### src/rtl/window_filter_ctrl.sv
// window_filter_ctrl: sweeps every full 3x3 window of an IMG_W x IMG_H image,
// smooths it with a 1-2-1 / 2-4-2 / 1-2-1 kernel and writes the result at the
// window centre. A valid/address tag pipeline travels alongside each read so
// that writes line up with the data coming back from the window memory.
module window_filter_ctrl #(
  parameter int IMG_W  = 256,
  parameter int IMG_H  = 256,
  parameter int RD_LAT = 2
) (
  input  logic       clk,
  input  logic       rst,
  input  logic       start,
  output logic       busy,
  output logic       done,
  output logic       rd,
  output logic [7:0] addr_row_r,
  output logic [7:0] addr_col_r,
  input  logic [7:0] sw_pixel_1,
  input  logic [7:0] sw_pixel_2,
  input  logic [7:0] sw_pixel_3,
  input  logic [7:0] sw_pixel_4,
  input  logic [7:0] sw_pixel_5,
  input  logic [7:0] sw_pixel_6,
  input  logic [7:0] sw_pixel_7,
  input  logic [7:0] sw_pixel_8,
  input  logic [7:0] sw_pixel_9,
  output logic       wr,
  output logic [7:0] addr_row_w,
  output logic [7:0] addr_col_w,
  output logic [7:0] cl_pixel
);

  // Tag depth: RD_LAT for the memory, plus the two filter stages.
  localparam int DEPTH = RD_LAT + 2;

  localparam logic [1:0] ST_IDLE  = 2'd0;
  localparam logic [1:0] ST_SCAN  = 2'd1;
  localparam logic [1:0] ST_DRAIN = 2'd2;
  localparam logic [1:0] ST_DONE  = 2'd3;

  localparam logic [7:0] COL_LAST   = 8'(IMG_W - 3);
  localparam logic [7:0] ROW_LAST   = 8'(IMG_H - 3);
  localparam logic [2:0] DRAIN_LAST = 3'(RD_LAT + 1);
  // Number of DRAIN cycles that keep rd high to flush the final window.
  localparam logic [2:0] DRAIN_RD   = 3'(RD_LAT - 1);

  logic [1:0] state_reg;
  logic [7:0] row_reg;
  logic [7:0] col_reg;
  logic       rd_reg;
  logic [2:0] drain_cnt_reg;

  logic       issue_valid;
  logic [9:0] corner_reg;
  logic [9:0] edge_reg;
  logic [7:0] centre_reg;
  logic [11:0] s_next;
  logic [7:0] cl_next;
  logic [7:0] row_w_reg;
  logic [7:0] col_w_reg;
  logic [7:0] cl_reg;

  // Only reads issued during SCAN carry a valid tag; DRAIN flush reads do not.
  assign issue_valid = (state_reg == ST_SCAN);

  // Control FSM: window sweep (column first), drain, one-cycle done.
  always_ff @(posedge clk) begin
    if (!rst) begin
      state_reg     <= ST_IDLE;
      row_reg       <= 8'd0;
      col_reg       <= 8'd0;
      rd_reg        <= 1'b0;
      drain_cnt_reg <= 3'd0;
    end else begin
      case (state_reg)
        ST_IDLE: begin
          if (start) begin
            state_reg <= ST_SCAN;
            row_reg   <= 8'd0;
            col_reg   <= 8'd0;
            rd_reg    <= 1'b1;
          end
        end
        ST_SCAN: begin
          if (row_reg == ROW_LAST && col_reg == COL_LAST) begin
            // Address stays on the final window for the flush reads.
            state_reg     <= ST_DRAIN;
            drain_cnt_reg <= 3'd0;
            rd_reg        <= (DRAIN_RD != 3'd0);
          end else if (col_reg == COL_LAST) begin
            col_reg <= 8'd0;
            row_reg <= row_reg + 8'd1;
          end else begin
            col_reg <= col_reg + 8'd1;
          end
        end
        ST_DRAIN: begin
          if (drain_cnt_reg == DRAIN_LAST) begin
            state_reg <= ST_DONE;
            rd_reg    <= 1'b0;
          end else begin
            drain_cnt_reg <= drain_cnt_reg + 3'd1;
            rd_reg        <= ((drain_cnt_reg + 3'd1) < DRAIN_RD);
          end
        end
        default: begin
          state_reg <= ST_IDLE;
        end
      endcase
    end
  end

  // Valid-tag shift register, one flop per cycle of read-to-write latency.
  genvar gi;
  generate
    for (gi = 0; gi < DEPTH; gi++) begin : g_vld
      logic v_q;
      if (gi == 0) begin : g_head
        // First tag stage captures the read issued this cycle.
        always_ff @(posedge clk) begin
          if (!rst) v_q <= 1'b0;
          else      v_q <= issue_valid;
        end
      end else begin : g_body
        // Later tag stages simply shift.
        always_ff @(posedge clk) begin
          if (!rst) v_q <= 1'b0;
          else      v_q <= g_vld[gi-1].v_q;
        end
      end
    end

    // Window address only needs to travel as far as the second filter stage.
    for (gi = 0; gi <= RD_LAT; gi++) begin : g_adr
      logic [7:0] r_q;
      logic [7:0] c_q;
      if (gi == 0) begin : g_head
        // First address stage captures the window being read.
        always_ff @(posedge clk) begin
          if (!rst) begin
            r_q <= 8'd0;
            c_q <= 8'd0;
          end else begin
            r_q <= row_reg;
            c_q <= col_reg;
          end
        end
      end else begin : g_body
        // Later address stages simply shift.
        always_ff @(posedge clk) begin
          if (!rst) begin
            r_q <= 8'd0;
            c_q <= 8'd0;
          end else begin
            r_q <= g_adr[gi-1].r_q;
            c_q <= g_adr[gi-1].c_q;
          end
        end
      end
    end
  endgenerate

  // Filter stage 1: group the window into corner, edge and centre terms.
  always_ff @(posedge clk) begin
    if (!rst) begin
      corner_reg <= 10'd0;
      edge_reg   <= 10'd0;
      centre_reg <= 8'd0;
    end else if (g_vld[RD_LAT-1].v_q) begin
      corner_reg <= {2'b00, sw_pixel_1} + {2'b00, sw_pixel_3}
                  + {2'b00, sw_pixel_7} + {2'b00, sw_pixel_9};
      edge_reg   <= {2'b00, sw_pixel_2} + {2'b00, sw_pixel_4}
                  + {2'b00, sw_pixel_6} + {2'b00, sw_pixel_8};
      centre_reg <= sw_pixel_5;
    end
  end

  // Weighted sum peaks at 16*255 = 4080, so 12 bits and no saturation.
  assign s_next  = {2'b00, corner_reg} + {1'b0, edge_reg, 1'b0} + {2'b00, centre_reg, 2'b00};
  assign cl_next = 8'((s_next + 12'd8) >> 4);

  // Filter stage 2: round-half-up result and centre write address; held when idle.
  always_ff @(posedge clk) begin
    if (!rst) begin
      row_w_reg <= 8'd0;
      col_w_reg <= 8'd0;
      cl_reg    <= 8'd0;
    end else if (g_vld[RD_LAT].v_q) begin
      row_w_reg <= g_adr[RD_LAT].r_q + 8'd1;
      col_w_reg <= g_adr[RD_LAT].c_q + 8'd1;
      cl_reg    <= cl_next;
    end
  end

  assign busy       = (state_reg == ST_SCAN) || (state_reg == ST_DRAIN);
  assign done       = (state_reg == ST_DONE);
  assign rd         = rd_reg;
  assign addr_row_r = row_reg;
  assign addr_col_r = col_reg;
  assign wr         = g_vld[DEPTH-1].v_q;
  assign addr_row_w = row_w_reg;
  assign addr_col_w = col_w_reg;
  assign cl_pixel   = cl_reg;

endmodule

### config.mk
export PLATFORM = sky130hd
export DESIGN_NAME = window_filter_ctrl
export DESIGN_NICKNAME = d
export VERILOG_FILES = /design/src/rtl/window_filter_ctrl.sv
export SDC_FILE = /design/constraint.sdc
export NUM_CORES = 1
export LEC_CHECK = 0
export CORE_ASPECT_RATIO = 1.5
export CORE_UTILIZATION = 40
export CTS_CLUSTER_DIAMETER = 30
export CTS_CLUSTER_SIZE = 20
export DETAILED_ROUTE_END_ITERATION = 16
export GPL_ROUTABILITY_DRIVEN = 0
export GPL_TIMING_DRIVEN = 0
export PLACE_DENSITY = 0.61
export SLEW_MARGIN = 5
export SYNTH_ARGS = -nofsm -noshare
export SYNTH_HDL_FRONTEND = slang
export SYNTH_SLANG_ARGS = --single-unit
### constraint.sdc
create_clock -name clk -period 2.5 [get_ports clk]
set_input_delay 0.375 -clock clk [delete_from_list [all_inputs] [get_ports clk]]
set_output_delay 0.375 -clock clk [all_outputs]
set_load 0.02 [all_outputs]
==> insert_results.sql <==
INSERT INTO impl_metrics (metric_group, metric, value, unit) VALUES
('timing', 'layout_worst_path_cycle_share', '1.04', ''),
('route', 'avgRoutedWirePerCell', '14.8', 'um'),
('synth', 'yosys-mux-area-fraction', '0.0361', ''),
('synth', 'post-synth-top-count-cell', 'dfxtp_1', ''),
('critical_path', 'worst-path-max-fanout', '4', ''),
('synth', 'netlist.area_leader.share', '0.355', ''),
('synth', 'syn_area_per_cell', '9.16', 'um^2'),
('critical_path', 'reg2reg_depth', '9', ''),
('synth', 'synth_sequential_area_ratio', '0.355', ''),
('synth', 'syn-instance-count', '769', ''),
('floorplanning', 'fp.dieW', '110', 'um'),
('floorplanning', 'floorplan.die.height', '165', 'um'),
('route', 'route.detailed.drc', '0', ''),
('timing', 'maxSlewHeadroom', '0.536', ''),
('cells_and_area', 'final_layout_size_suffix_gt1_frac', '0.202', ''),
('synth', 'post_synth_xor_area_fraction', '0.0211', ''),
('floorplanning', 'core_region_area', '17300', 'um^2'),
('cts', 'clockBufferDepth', '2', ''),
('grt', 'grt_start_max_net_pins', '17', ''),
('grt', 'gr-usage-met2', '0.337', ''),
('outcome', 'run_status', 'finished with violations', ''),
('critical_path', 'worstPathArrival', '2.88', 'ns'),
('synth', 'yosys.area_share.adder', '0.195', ''),
('critical_path', 'path_delay_family', 'adder cells', ''),
('critical_path', 'cp_buf_inv_count', '2', ''),
('synth', 'dominantRegCellSynth', 'dfxtp_1', ''),
('cells_and_area', 'design.final.nets', '1092', ''),
('synth', 'post_synth_edffs', '0', ''),
('critical_path', 'critical_path_required', '2.79', 'ns'),
('synth', 'yosys-top-cells-area', 'dfxtp_1 (36%), fa_1 (12%), ha_1 (7.8%)', ''),
('route', 'antenna_viol_nets_final', '0', ''),
('grt', 'grt_use_total', '0.195', ''),
('timing', 'setup_violations', '3', ''),
('grt', 'busiest_layer', 'met2', ''),
('grt', 'grt_first_pass_wirelength', '27500', 'um'),
('timing', 'rsz0062_at_grt', 'yes', ''),
('cts', 'path_clk_slew', '0.05', 'ns'),
('floorplanning', 'std_cell_rows', '59', ''),
('critical_path', 'critPathSlowestCell', 'fa_1', ''),
('worst_hold_path', 'whs_endpoint', 'g_adr[2].c_q[7]$_SDFF_PN0_', ''),
('timing', 'total_count_of_hold_check_failures_in_the_final_report', '0', ''),
('critical_path', 'cp-startpoint', 'corner_reg[5]$_SDFFE_PN0P_', ''),
('timing', 'timing.final.max_slew_violations', '0', ''),
('synth', 'synth-warning-count', '0', ''),
('critical_path', 'critPathCaptureType', 'flop', ''),
('synth', 'synth_top_family_by_area', 'adder cells', ''),
('grt', 'groute.layer.met3.usage', '0.0296', ''),
('timing', 'final_period_minus_worst_setup_slack', '2.59', 'ns'),
('synth', 'synth_fp_nets', '929', ''),
('cts', 'tritoncts', 'done', ''),
('placed_design', 'io_buffers', '117', ''),
('route', 'dr_total_vias', '5958', ''),
('grt', 'first_global_vias', '5758', ''),
('route', 'iteration_count_of_the_initial_detailed_routing_pass', '5', ''),
('outcome', 'failed_checks', 'negative setup slack', ''),
('pwr', 'total_power', '6990', 'uW'),
('critical_path', 'r2r_slack', '-0.09', 'ns'),
('critical_path', 'cp_cell_sequence', 'inv_2, fa_1, inv_2, ha_4, ha_4, a21o_1, a221o_1, o2111ai_1, or3b_1', ''),
('placed_design', 'pre_cts_slack', '-0.847', 'ns'),
('critical_path', 'cpPeakStageDelay', '0.54', 'ns'),
('critical_path', 'crit-reg2reg-launch', 'corner_reg[5]$_SDFFE_PN0P_', ''),
('worst_hold_path', 'hold_path_startpoint', 'g_adr[1].c_q[7]$_SDFF_PN0_', ''),
('timing', 'fin_ws', '-0.0948', 'ns'),
('cells_and_area', 'syn2layout_area_growth', '37.7', '%'),
('route', 'totalWireLength', '17100', 'um'),
('cells_and_area', 'n_antenna_cell', '0', ''),
('grt', 'grt_use_met1', '0.241', ''),
('placed_design', 'detailed_place_hpwl', '12800', 'um'),
('critical_path', 'worst-setup-path-type', 'reg -> reg', ''),
('route', 'first_iter_violations', '243', ''),
('worst_hold_path', 'worst_hold_path.num_cells', '1', '');
cells by family (layout without fill, tap and decap cells):
kind of cell,count (synthesis),in the layout
simple gates,251,251
compound gates,125,125
fa+ha+maj,85,85
xor+xnor,17,17
mux,25,25
buf+inv,141,317
flops,125,125
worst reg2reg max path, cell delays in order (launching register included):
cell and delay [ns]:
dfxtp_2 0.33, inv_2 0.04, fa_1 0.54, inv_2 0.05, ha_4 0.27, ha_4 0.21, a21o_1 0.17, a221o_1 0.36
o2111ai_1 0.18, or3b_1 0.35
what timing repair did:
action                     in CTS  in global routing
hold endpoints to repair        0                  0
buffers inserted               17                 10
pin swaps                      70                 56
setup endpoints to repair      19                 14
resized for setup              89                 71
area by class of cell:
class | count | area [um^2] | area share
buffer | 31 | 128 | 0.0132
clock buffer | 18 | 439 | 0.0453
clock inverter | 14 | 146 | 0.0151
inverter | 110 | 420 | 0.0433
multi-input combinational | 503 | 4420 | 0.456
sequential | 125 | 2510 | 0.259
tap | 213 | 267 | 0.0275
timing repair buffer | 144 | 1370 | 0.141
stage by stage:
step,cell area (um^2),instances,setup TNS (ns),hold WS [ns],util
2_1_floorplan,7210,769,-0.568,0.412,-
3_3_place_gp,8650,1099,-10.11,0.415,0.501
4_1_cts,9500,1148,-0.262,0.426,0.550
5_1_grt,9700,1158,-0.668,0.446,0.562
3_5_place_dp,8650,1099,-10.42,0.417,0.501
6_report,9700,1158,-0.222,0.428,0.562
cell usage in the layout, fill, tap and decap left out, types with 7 or more instances in the layout:
cell / synthesis / routed
a211oi_1: 25 / 19
a21o_1: 8 / 8
a21oi_1: 13 / 10
a31oi_1: 8 / 8
and2_1: 50 / 49
and3_1: 9 / 8
buf_4: 2 / 30
clkbuf_1: 20 / 20
clkbuf_16: 0 / 17
clkdlybuf4s50_1: 0 / 70
dfxtp_1: 125 / 118
dfxtp_2: 0 / 7
dlygate4sd2_1: 0 / 18
dlymetal6s2s_1: 0 / 18
fa_1: 41 / 26
fa_2: 0 / 15
ha_1: 44 / 22
ha_4: 0 / 20
inv_1: 107 / 64
inv_2: 3 / 45
mux2i_1: 22 / 22
nand2_1: 39 / 39
nand3_1: 31 / 31
nand4_1: 8 / 8
nor2_1: 55 / 55
nor3_1: 16 / 16
nor4_1: 7 / 7
o211ai_1: 7 / 7
o21ai_0: 21 / 18
or3_1: 11 / 9
or4_1: 8 / 8
xnor2_1: 11 / 10
report_power, final:
part	total (uW)	internal [uW]	switching [uW]
combinational	2410	1140	1280
sequential	2180	2100	81.6
clock	2390	1490	905
how the worst max path moves through the flow:
stage	slack, ns	end	cells after the start
floorplan	-0.12	corner_reg[9]$_SDFFE_PN0P_	10
global placement	-0.86	corner_reg[9]$_SDFFE_PN0P_	11
detailed placement	-0.85	corner_reg[9]$_SDFFE_PN0P_	11
CTS	-0.11	cl_pixel[6]$_SDFFE_PN0P_	9
global route	-0.18	cl_pixel[6]$_SDFFE_PN0P_	9
finish	-0.09	cl_pixel[6]$_SDFFE_PN0P_	9
layer usage:
metal | vias to the layer above | routed length (um)
met5 | - | 0
met4 | 0 | 329
met3 | 29 | 674
met2 | 138 | 8910
met1 | 2838 | 7200
li1 | 2953 | -
Note: power is estimated with default switching activity, not from simulation.
